<file path="config.mk">
export PLATFORM = sky130hd
export DESIGN_NAME = i2c_master_lite_flat
export DESIGN_NICKNAME = d
export VERILOG_FILES = /design/src/rtl/i2c_master_lite_if.sv /design/src/rtl/i2c_master_lite.sv /design/src/flat_wrapper.sv
export SDC_FILE = /design/constraint.sdc
export NUM_CORES = 1
export LEC_CHECK = 0
export CAP_MARGIN = 20
export CORE_MARGIN = 4
export CORE_UTILIZATION = 62
export CTS_BUF_LIST = sky130_fd_sc_hd__clkbuf_8
export DETAILED_ROUTE_END_ITERATION = 12
export PLACE_DENSITY = 0.88
export SYNTH_ARGS = -nofsm -noshare
export SYNTH_HDL_FRONTEND = slang
export SYNTH_SLANG_ARGS = --single-unit
</file>
<file path="constraint.sdc">
create_clock -name clk -period 3.7 [get_ports clk]
set_input_delay 0.925 -clock clk [delete_from_list [all_inputs] [get_ports clk]]
set_output_delay 0.925 -clock clk [all_outputs]
set_load 0.01 [all_outputs]
</file>
<file path="src/rtl/i2c_master_lite_if.sv">
// i2c_master_lite_if: host request/response and I2C pin bundle for i2c_master_lite.
//   master modport (the I2C master block):
//     in : start, rw, addr, wdata, scl_in, sda_in
//     out: rdata, busy, done, ack_err, scl_drive_low, sda_drive_low
//   slave modport (host logic / pad side): the same signals with directions reversed.
interface i2c_master_lite_if #(
    parameter int unsigned ADDR_BITS = 4,
    parameter int unsigned DATA_BITS = 6
) ();
    logic                 start;
    logic                 rw;
    logic [ADDR_BITS-1:0] addr;
    logic [DATA_BITS-1:0] wdata;
    logic [DATA_BITS-1:0] rdata;
    logic                 busy;
    logic                 done;
    logic                 ack_err;
    logic                 scl_in;
    logic                 scl_drive_low;
    logic                 sda_in;
    logic                 sda_drive_low;

    modport master (
        input  start, rw, addr, wdata, scl_in, sda_in,
        output rdata, busy, done, ack_err, scl_drive_low, sda_drive_low
    );

    modport slave (
        output start, rw, addr, wdata, scl_in, sda_in,
        input  rdata, busy, done, ack_err, scl_drive_low, sda_drive_low
    );
endinterface

</file>
<file path="src/rtl/i2c_master_lite.sv">
// i2c_master_lite: single-frame I2C master for a small on-chip minion.
// Frame: START, ADDR_BITS address bits, R/W, address ACK, DATA_BITS data bits, data ACK, STOP.
// An address NACK skips the data phase and goes straight to STOP.
// Ports:
//   clk   - system clock
//   rst_n - asynchronous active-low reset; releases both bus lines at once, no STOP
//   bus   - i2c_master_lite_if.master: start/rw/addr/wdata request, rdata/busy/done/ack_err
//           status, scl_in/sda_in sensed pins, scl_drive_low/sda_drive_low open-drain pulls
// Optional feature: define I2C_MASTER_CLOCK_STRETCH_EN to freeze bit timing while the master
// releases SCL but the line is still held low by the target. Without it scl_in is ignored.
module i2c_master_lite #(
    parameter int unsigned ADDR_BITS = 4,
    parameter int unsigned DATA_BITS = 6,
    parameter int unsigned CLK_DIV   = 4
) (
    input  logic                     clk,
    input  logic                     rst_n,
    i2c_master_lite_if.master        bus
);

    localparam int unsigned MaxBits = (ADDR_BITS > DATA_BITS) ? ADDR_BITS : DATA_BITS;
    localparam int unsigned BitW    = (MaxBits > 1) ? $clog2(MaxBits) : 1;
    localparam logic [7:0]      QMax     = 8'(CLK_DIV - 1);
    localparam logic [BitW-1:0] AddrLast = BitW'(ADDR_BITS - 1);
    localparam logic [BitW-1:0] DataLast = BitW'(DATA_BITS - 1);

    typedef enum logic [2:0] {
        StIdle,
        StStart,
        StAddr,
        StRw,
        StAack,
        StData,
        StDack,
        StStop
    } state_e;

    state_e               state_q, state_d;
    logic [7:0]           qcnt_q, qcnt_d;
    logic [1:0]           phase_q, phase_d;
    logic [BitW-1:0]      bit_cnt_q, bit_cnt_d;
    logic                 rw_q, rw_d;
    logic [ADDR_BITS-1:0] addr_sh_q, addr_sh_d;
    logic [DATA_BITS-1:0] data_sh_q, data_sh_d;
    logic [DATA_BITS-1:0] rx_sh_q, rx_sh_d;
    logic [DATA_BITS-1:0] rdata_q, rdata_d;
    logic                 ack_err_q, ack_err_d;
    logic                 done_q, done_d;

    logic stall;
    logic tick;
    logic sample;
    logic slot_end;
    logic scl_low;
    logic sda_low;

`ifdef I2C_MASTER_CLOCK_STRETCH_EN
    // Target holds SCL low after we released it: hold the bit timing until it lets go.
    assign stall = phase_q[1] && !bus.scl_in && (state_q != StIdle);
`else
    assign stall = 1'b0;
    logic unused_scl_in;
    assign unused_scl_in = bus.scl_in;
`endif

    assign tick     = (qcnt_q == QMax) && !stall;
    // SDA is sampled on the last clk of q2, while SCL is high.
    assign sample   = tick && (phase_q == 2'd2);
    assign slot_end = tick && (phase_q == 2'd3);

    always_ff @(posedge clk or negedge rst_n) begin
        if (!rst_n) begin
            state_q   <= StIdle;
            qcnt_q    <= '0;
            phase_q   <= '0;
            bit_cnt_q <= '0;
            rw_q      <= 1'b0;
            addr_sh_q <= '0;
            data_sh_q <= '0;
            rx_sh_q   <= '0;
            rdata_q   <= '0;
            ack_err_q <= 1'b0;
            done_q    <= 1'b0;
        end else begin
            state_q   <= state_d;
            qcnt_q    <= qcnt_d;
            phase_q   <= phase_d;
            bit_cnt_q <= bit_cnt_d;
            rw_q      <= rw_d;
            addr_sh_q <= addr_sh_d;
            data_sh_q <= data_sh_d;
            rx_sh_q   <= rx_sh_d;
            rdata_q   <= rdata_d;
            ack_err_q <= ack_err_d;
            done_q    <= done_d;
        end
    end

    // Next-state logic.
    always_comb begin
        state_d   = state_q;
        qcnt_d    = qcnt_q;
        phase_d   = phase_q;
        bit_cnt_d = bit_cnt_q;
        rw_d      = rw_q;
        addr_sh_d = addr_sh_q;
        data_sh_d = data_sh_q;
        rx_sh_d   = rx_sh_q;
        rdata_d   = rdata_q;
        ack_err_d = ack_err_q;
        done_d    = 1'b0;

        if (state_q != StIdle && !stall) begin
            if (qcnt_q == QMax) begin
                qcnt_d  = '0;
                phase_d = phase_q + 2'd1;
            end else begin
                qcnt_d = qcnt_q + 8'd1;
            end
        end

        case (state_q)
            StIdle: begin
                qcnt_d  = '0;
                phase_d = '0;
                // A start coinciding with the done pulse belongs to the finished frame.
                if (bus.start && !done_q) begin
                    state_d   = StStart;
                    rw_d      = bus.rw;
                    addr_sh_d = bus.addr;
                    data_sh_d = bus.wdata;
                    rx_sh_d   = '0;
                    ack_err_d = 1'b0;
                    bit_cnt_d = '0;
                end
            end
            StStart: begin
                if (slot_end) begin
                    state_d   = StAddr;
                    bit_cnt_d = '0;
                end
            end
            StAddr: begin
                if (slot_end) begin
                    addr_sh_d = addr_sh_q << 1;
                    if (bit_cnt_q == AddrLast) begin
                        state_d   = StRw;
                        bit_cnt_d = '0;
                    end else begin
                        bit_cnt_d = bit_cnt_q + 1'b1;
                    end
                end
            end
            StRw: begin
                if (slot_end) begin
                    state_d = StAack;
                end
            end
            StAack: begin
                if (sample && bus.sda_in) begin
                    ack_err_d = 1'b1;
                end
                if (slot_end) begin
                    state_d   = ack_err_q ? StStop : StData;
                    bit_cnt_d = '0;
                end
            end
            StData: begin
                if (sample && rw_q) begin
                    rx_sh_d = {rx_sh_q[DATA_BITS-2:0], bus.sda_in};
                end
                if (slot_end) begin
                    data_sh_d = data_sh_q << 1;
                    if (bit_cnt_q == DataLast) begin
                        state_d   = StDack;
                        bit_cnt_d = '0;
                    end else begin
                        bit_cnt_d = bit_cnt_q + 1'b1;
                    end
                end
            end
            StDack: begin
                // On a read the master NACKs the single byte, so nothing to check.
                if (sample && !rw_q && bus.sda_in) begin
                    ack_err_d = 1'b1;
                end
                if (slot_end) begin
                    state_d = StStop;
                end
            end
            StStop: begin
                if (slot_end) begin
                    state_d = StIdle;
                    done_d  = 1'b1;
                    if (rw_q && !ack_err_q) begin
                        rdata_d = rx_sh_q;
                    end
                end
            end
            default: begin
                state_d = StIdle;
            end
        endcase
    end

    // Pin drive decode; SDA changes at q0 entry together with the SCL fall.
    always_comb begin
        scl_low = 1'b0;
        sda_low = 1'b0;
        case (state_q)
            StIdle: begin
                scl_low = 1'b0;
                sda_low = 1'b0;
            end
            StStart: begin
                sda_low = phase_q[1];
            end
            StAddr: begin
                scl_low = !phase_q[1];
                sda_low = !addr_sh_q[ADDR_BITS-1];
            end
            StRw: begin
                scl_low = !phase_q[1];
                sda_low = !rw_q;
            end
            StAack, StDack: begin
                scl_low = !phase_q[1];
            end
            StData: begin
                scl_low = !phase_q[1];
                sda_low = !rw_q && !data_sh_q[DATA_BITS-1];
            end
            StStop: begin
                scl_low = (phase_q == 2'd0);
                sda_low = (phase_q != 2'd3);
            end
            default: begin
                scl_low = 1'b0;
                sda_low = 1'b0;
            end
        endcase
    end

    assign bus.scl_drive_low = scl_low;
    assign bus.sda_drive_low = sda_low;
    assign bus.busy          = (state_q != StIdle);
    assign bus.done          = done_q;
    assign bus.ack_err       = ack_err_q;
    assign bus.rdata         = rdata_q;

endmodule

</file>
<file path="src/flat_wrapper.sv">
// flat-port wrapper written by rule: the top's interface ports become plain ports
module i2c_master_lite_flat 
#(
    parameter int unsigned ADDR_BITS = 4,
    parameter int unsigned DATA_BITS = 6,
    parameter int unsigned CLK_DIV   = 4
)
  (clk, rst_n, bus_start, bus_rw, bus_addr, bus_wdata, bus_scl_in, bus_sda_in, bus_rdata, bus_busy, bus_done, bus_ack_err, bus_scl_drive_low, bus_sda_drive_low);
  i2c_master_lite_if #(.ADDR_BITS(ADDR_BITS), .DATA_BITS(DATA_BITS)) bus_i ();
  input  logic clk;
  input  logic rst_n;
  input wire logic [$bits(bus_i.start)-1:0] bus_start;
  input wire logic [$bits(bus_i.rw)-1:0] bus_rw;
  input wire logic [$bits(bus_i.addr)-1:0] bus_addr;
  input wire logic [$bits(bus_i.wdata)-1:0] bus_wdata;
  input wire logic [$bits(bus_i.scl_in)-1:0] bus_scl_in;
  input wire logic [$bits(bus_i.sda_in)-1:0] bus_sda_in;
  output wire logic [$bits(bus_i.rdata)-1:0] bus_rdata;
  output wire logic [$bits(bus_i.busy)-1:0] bus_busy;
  output wire logic [$bits(bus_i.done)-1:0] bus_done;
  output wire logic [$bits(bus_i.ack_err)-1:0] bus_ack_err;
  output wire logic [$bits(bus_i.scl_drive_low)-1:0] bus_scl_drive_low;
  output wire logic [$bits(bus_i.sda_drive_low)-1:0] bus_sda_drive_low;
  assign bus_i.start = bus_start;
  assign bus_i.rw = bus_rw;
  assign bus_i.addr = bus_addr;
  assign bus_i.wdata = bus_wdata;
  assign bus_i.scl_in = bus_scl_in;
  assign bus_i.sda_in = bus_sda_in;
  assign bus_rdata = bus_i.rdata;
  assign bus_busy = bus_i.busy;
  assign bus_done = bus_i.done;
  assign bus_ack_err = bus_i.ack_err;
  assign bus_scl_drive_low = bus_i.scl_drive_low;
  assign bus_sda_drive_low = bus_i.sda_drive_low;
  i2c_master_lite #(.ADDR_BITS(ADDR_BITS), .DATA_BITS(DATA_BITS), .CLK_DIV(CLK_DIV)) u_core (.clk(clk), .rst_n(rst_n), .bus(bus_i));
endmodule
</file>
; Word-level counts from Yosys, hierarchy flattened
; Cells that the tools add are included.
[op_classes]
n_addsub = 3
eq_ne = 27
mux = 41
reduce_logical = 35
[op_table]
columns = operator, count
row1 = $mux W3, 15
row2 = $ne A2 B1 Y1 const B, 14
row3 = $mux W6, 4
row4 = $mux W8, 3
row5 = $pmux W3 S8, 1
row6 = $pmux W6 S2, 2
row7 = $eq A3 B3 Y1 const B, 5
row8 = $pmux W3 S4, 1
row9 = $reduce_and A3 Y1, 4
row10 = $reduce_and A10 Y1, 1
row11 = $eq A3 B2 Y1 const B, 3
row12 = $logic_and A1 B1 Y1, 9
row13 = $add A8 B1 Y8 const B, 1
row14 = $eq A8 B2 Y1 const B, 1
row15 = $mux W2, 4
row16 = $mux W4, 2
row17 = $pmux W4 S2, 1
row18 = $reduce_bool A2 Y1, 4
row19 = $logic_not A1 Y1, 6
row20 = $reduce_bool A3 Y1, 2
row21 = $mux W1, 5
row22 = $pmux W1 S5, 1
row23 = $reduce_and A5 Y1, 1
row24 = $reduce_or A5 Y1, 1
row25 = other kinds (13), 15
[word_totals]
ff_bits = 41
output_inout_bits = 11

; Longest topological paths before layout
[logic_depth]
word_depth = 6
ltp_mapped = 7
mapped_depth_nobuf = 6

; Least setup slack after synthesis
; OpenSTA, ideal clock, no wires.
[synth_path]
path_type = register to output
from = reg u_core.state_q[0]
to = out bus_sda_drive_low
t_arrival_ns = 1.241
required_ns = 2.775
setup_slack_ns = 1.534
stages_incl_launch_ff = 7
path_buffers = 2
cell_sequence = dfrtp_1 > clkbuf_1 > clkbuf_1 > nand2_1 > nor2_1 > a21oi_1 > o21ai_0
[synth_via]
elab_chain_cells = 2
word_cells_on_any_way = 6
[synth_lines]
columns = element, line
row1 = "start, declared", i2c_master_lite.sv:38  ; state_e state_q, state_d;
row2 = "start signal, assigned", i2c_master_lite.sv:73  ; state_q <= StIdle;
row3 = "start signal, assigned", i2c_master_lite.sv:85  ; state_q <= state_d;
row4 = "$eq A3 B3 Y1, or another cell as far along", i2c_master_lite.sv:210  ; case (state_q)
row5 = $pmux W1 S5 (*), i2c_master_lite.sv:210
row6 = "end, declared", flat_wrapper.sv:23  ; output wire logic [$bits(bus_i.sda_drive_low)-1:0] bus_sda_drive_low;
; Mark *: on every way between the ends. The rest lies on a longest branch, timed or not.

; Worst setup path after layout
; Ends and elaborated chain as after synthesis.

==> results by group <==
Clock network
  – Post_cts resized: 0
  – CTS tree: done
  – Clk buf depth: 2
  – Clk slew on worst S/H paths: roughly 70 ps
  – Setup Buffers After CTS: 0
  – Worst-Skew Late Latency: 280 ps
  – CTS sink cnt: 41
  – Hold-fix buffers, CTS: 0
  – H-tree levels: 2
  – CTS buffer count: 5
  – CTS Root Cell: clkbuf_8

Synth
  – XOR/XNOR Fraction of Synth Area: 0.0324
  – Synth Area in Adders: 0.0463
  – Seq/Total Area, Yosys: 0.475
  – Post-synthesis simple-gate area fraction: 0.193
  – Total nets after synthesis: 233
  – Flip-flop and latch count after synthesis: 41
  – Post-synthesis mux area share: 0.115
  – Compound-Gate Fraction of Synth Area: 0.0892
  – Synth Warn #: 0
  – Syn Inst Count: 209
  – Syn Std Cell Area: between 2000 and 2500 µm²
  – Mean Syn Cell Area: between 10 and 15 µm²
  – Largest family of logic cells by synthesized area: simple AND/OR/NAND/NOR gates
  – Netlist cell types: 38

Pwr
  – Sequential Power Share: 0.481
  – Sw frac: 0.341
  – Pwr dens: slightly below 600 nW/µm²
  – Sw power: roughly 0.0005 W
  – VDD IR max: around 0.00037 V
  – Clock power share: 0.213
  – Combinational group share of total power: 0.307
  – Total power: around 0.0015 W
  – Internal Power: ~0.00096 W
  – P_leak: 1.19 nW

Cells and area
  – # fillers: about 270
  – Final #Nets: approximately 260
  – Ant. Diodes: 0
  – Sequential Area: between 1000 and 1500 µm²
  – Most frequent cells in the layout: dfrtp_1 (41), nand2_1 (30), clkdlybuf4s50_1 (24), inv_1 (17), nor2_1 (16)
  – Most common cell after layout, fill and taps aside: dfrtp_1
  – Post-layout util: 0.753
  – Synth-to-Final Area Change: 17.1%
  – Ratio of cells with drive above 1 in the final layout: 0.145
  – Multi-input gate area: approximately 1000 µm²

Detailed routing
  – Number of DRC markers in iteration 0: between 100 and 150
  – Drt wl/cell: about 15 µm
  – Via density: roughly 5.5
  – DRT antenna net count: 0
  – Routed WL: 4.16 mm
  – DR vias: 1547
  – Drt pass-1 iters: 4
  – Residual DRC: 0

Place
  – Post-detail-place hpwl: ~3 mm
  – Pre-CTS setup slack: between 800 and 900 ps
  – Port Buf Inserts: 25
  – GP Congestion: roughly 0.76

Setup path
  – CP Data Arrival Time: about 2000 ps
  – Critical path's slowest cell: dfrtp_1
  – Crit path cell chain: nand2_1 > nor2_1 > a21oi_1 > o21ai_0 > clkdlybuf4s50_1
  – Setup CP Type: register to primary output
  – Critical path peak fanout: 16
  – FF-to-FF path depth: 5
  – Crit path required time: around 2800 ps
  – Worst setup path startpoint: u_core.state_q[0]
  – Worst r2r src: u_core.qcnt_q[0]
  – Flop2flop setup slack: 1410 ps
  – CP Launch Type: register
  – Worst r2r dst: u_core.bus.rdata[4]
  – Worst setup EP type: primary output
  – Worst stage delay on the critical path: roughly 630 ps

Min path
  – HP Class: register to register
  – Hold Path Sink: u_core.data_sh_q[2]
  – Hold depth: 1
  – Hold_sp: u_core.data_sh_q[2]

STA
  – Fin worst setup slack: around 800 ps
  – Final Max Tran Viols: 0
  – Setup Skew: around 3.3 ps
  – Relative slew margins: 0.419
  – RSZ-0062 raised after global routing: false
  – Fin crit period: 2890 ps
  – Fmax: around 0.35 GHz
  – Final hold vios: 0
  – Worst-margin pin slew: between 800 and 900 ps
  – Fin crit share: 0.782
  – Setup TNS: 0 ps
  – Final setup fails: 0

Global route
  – Initial antenna violation count: 0
  – Grt ovf: 0
  – First-pass GRT wire length: 7.40 mm
  – Vias in the first global route: approximately 1.5k
  – Gr usage total: 0.221
  – Largest net degree at the start of global routing: 42

Floorplan
  – Initial Utilization: 0.642
  – Core ar.: between 3000 and 4000 µm²
  – Die ar.: 4490 µm²
  – Die extent in x: around 67 µm
  – Die Ht: 67.0 µm
  – Ports: 27
  – Row cnt: 21

Outcome
  – Status: finished clean

Run
  – # Max-Cap Violations: 0
[Yosys cell counts]
library cell | count | area [µm²]
nor3b_1 | 2 | 15.0
a21o_1 | 1 | 7.51
o211a_1 | 1 | 10.0
and3b_1 | 1 | 8.76
and3_1 | 1 | 6.26
nand2_1 | 30 | 113
nand4b_1 | 1 | 8.76
a41oi_2 | 1 | 16.3
nor2b_1 | 1 | 6.26
mux2_4 | 6 | 90.1
clkbuf_1 | 8 | 30.0
nor3_1 | 1 | 5.00
o22ai_1 | 3 | 18.8
buf_6 | 1 | 11.3
and3_2 | 1 | 7.51
a22o_1 | 1 | 8.76
mux2i_1 | 8 | 80.1
dfrtp_1 | 41 | 1030
o21ai_0 | 7 | 35.0
nand3b_1 | 1 | 7.51
xnor2_1 | 2 | 17.5
a32o_1 | 2 | 20.0
inv_1 | 17 | 63.8
nand3_1 | 10 | 50.1
xor2_1 | 6 | 52.6
mux2_2 | 7 | 78.8
nand2_2 | 1 | 6.26
a21oi_1 | 5 | 25.0
nor4b_4 | 3 | 71.3
a22oi_1 | 2 | 15.0
a31oi_1 | 5 | 31.3
and2_1 | 2 | 12.5
or2_2 | 3 | 18.8
and2_2 | 1 | 7.51
nor2_1 | 16 | 60.1
ha_1 | 8 | 100
o21ai_1 | 1 | 5.00
or4b_4 | 1 | 13.8
[state kept, by name, indices dropped and copies added (netlist names)]
signal,flops
u_core.qcnt_q,8
u_core.bus.rdata,6
u_core.data_sh_q,6
u_core.rx_sh_q,6
u_core.addr_sh_q,4
u_core.bit_cnt_q,3
u_core.state_q,3
u_core.phase_q,2
u_core.bus.ack_err,1
u_core.bus.done,1
u_core.rw_q,1
[cell families after synthesis]
group	Yosys count
AO/OA/AOI/OAI	29
XOR/XNOR	8
adder cells (fa/ha/maj)	8
buffers and inverters	26
flip-flops	41
multiplexers	21
AND/OR/NAND/NOR	76
[worst max-delay path by stage]
stage | slack [ps] | endpoint
after detailed placement | 890 | u_core.data_sh_q[3]
after global routing | 640 | bus_sda_drive_low
after floorplan | 1530 | bus_sda_drive_low
final | 810 | bus_sda_drive_low
after CTS | 810 | bus_sda_drive_low
after global placement | 910 | u_core.data_sh_q[2]
[routing by layer]
metal,GRT usage,routed length (µm)
met5,0,0
met4,0.0810,99
met3,0.0489,153
met2,0.360,2120
met1,0.287,1790
[power groups by stage]
stage	logic, W	clock network (W)	registers [W]
final	0.000449	0.000311	0.000703
after global routing	0.000517	0.000339	0.000724
after CTS	0.000454	0.000317	0.000702
after detailed placement	0.000451	0	0.000710
after global placement	0.000425	0	0.000701
after floorplan	0.000356	0	0.000653
[stage by stage]
stage / instance area, µm² / hold slack, ps / std cells
2_1_floorplan: 2160 / 467 / 209
3_3_place_gp: 2430 / 484 / 272
3_5_place_dp: 2430 / 495 / 272
4_1_cts: 2530 / 513 / 280
5_1_grt: 2530 / 521 / 280
6_report: 2530 / 512 / 280
[area by class of cell]
class	instances	share of cell area
repair buffers	26	0.0999
flip-flops and latches	41	0.405
clock buffers	7	0.0381
multi-input cells	142	0.407
inverters	17	0.0252
well taps	46	0.0227
clock inverters	1	0.00198
[worst max-delay path, delay by kind of cell (launching register included)]
| family | cells | cell delay (ps) |
|---|---|---|
| AOI/OAI and AO/OA | 2 | 240 |
| buffers and inverters | 1 | 560 |
| DFF | 1 | 630 |
| and+or+nand+nor | 2 | 240 |
No activity file was read; power rests on OpenSTA's default activity.
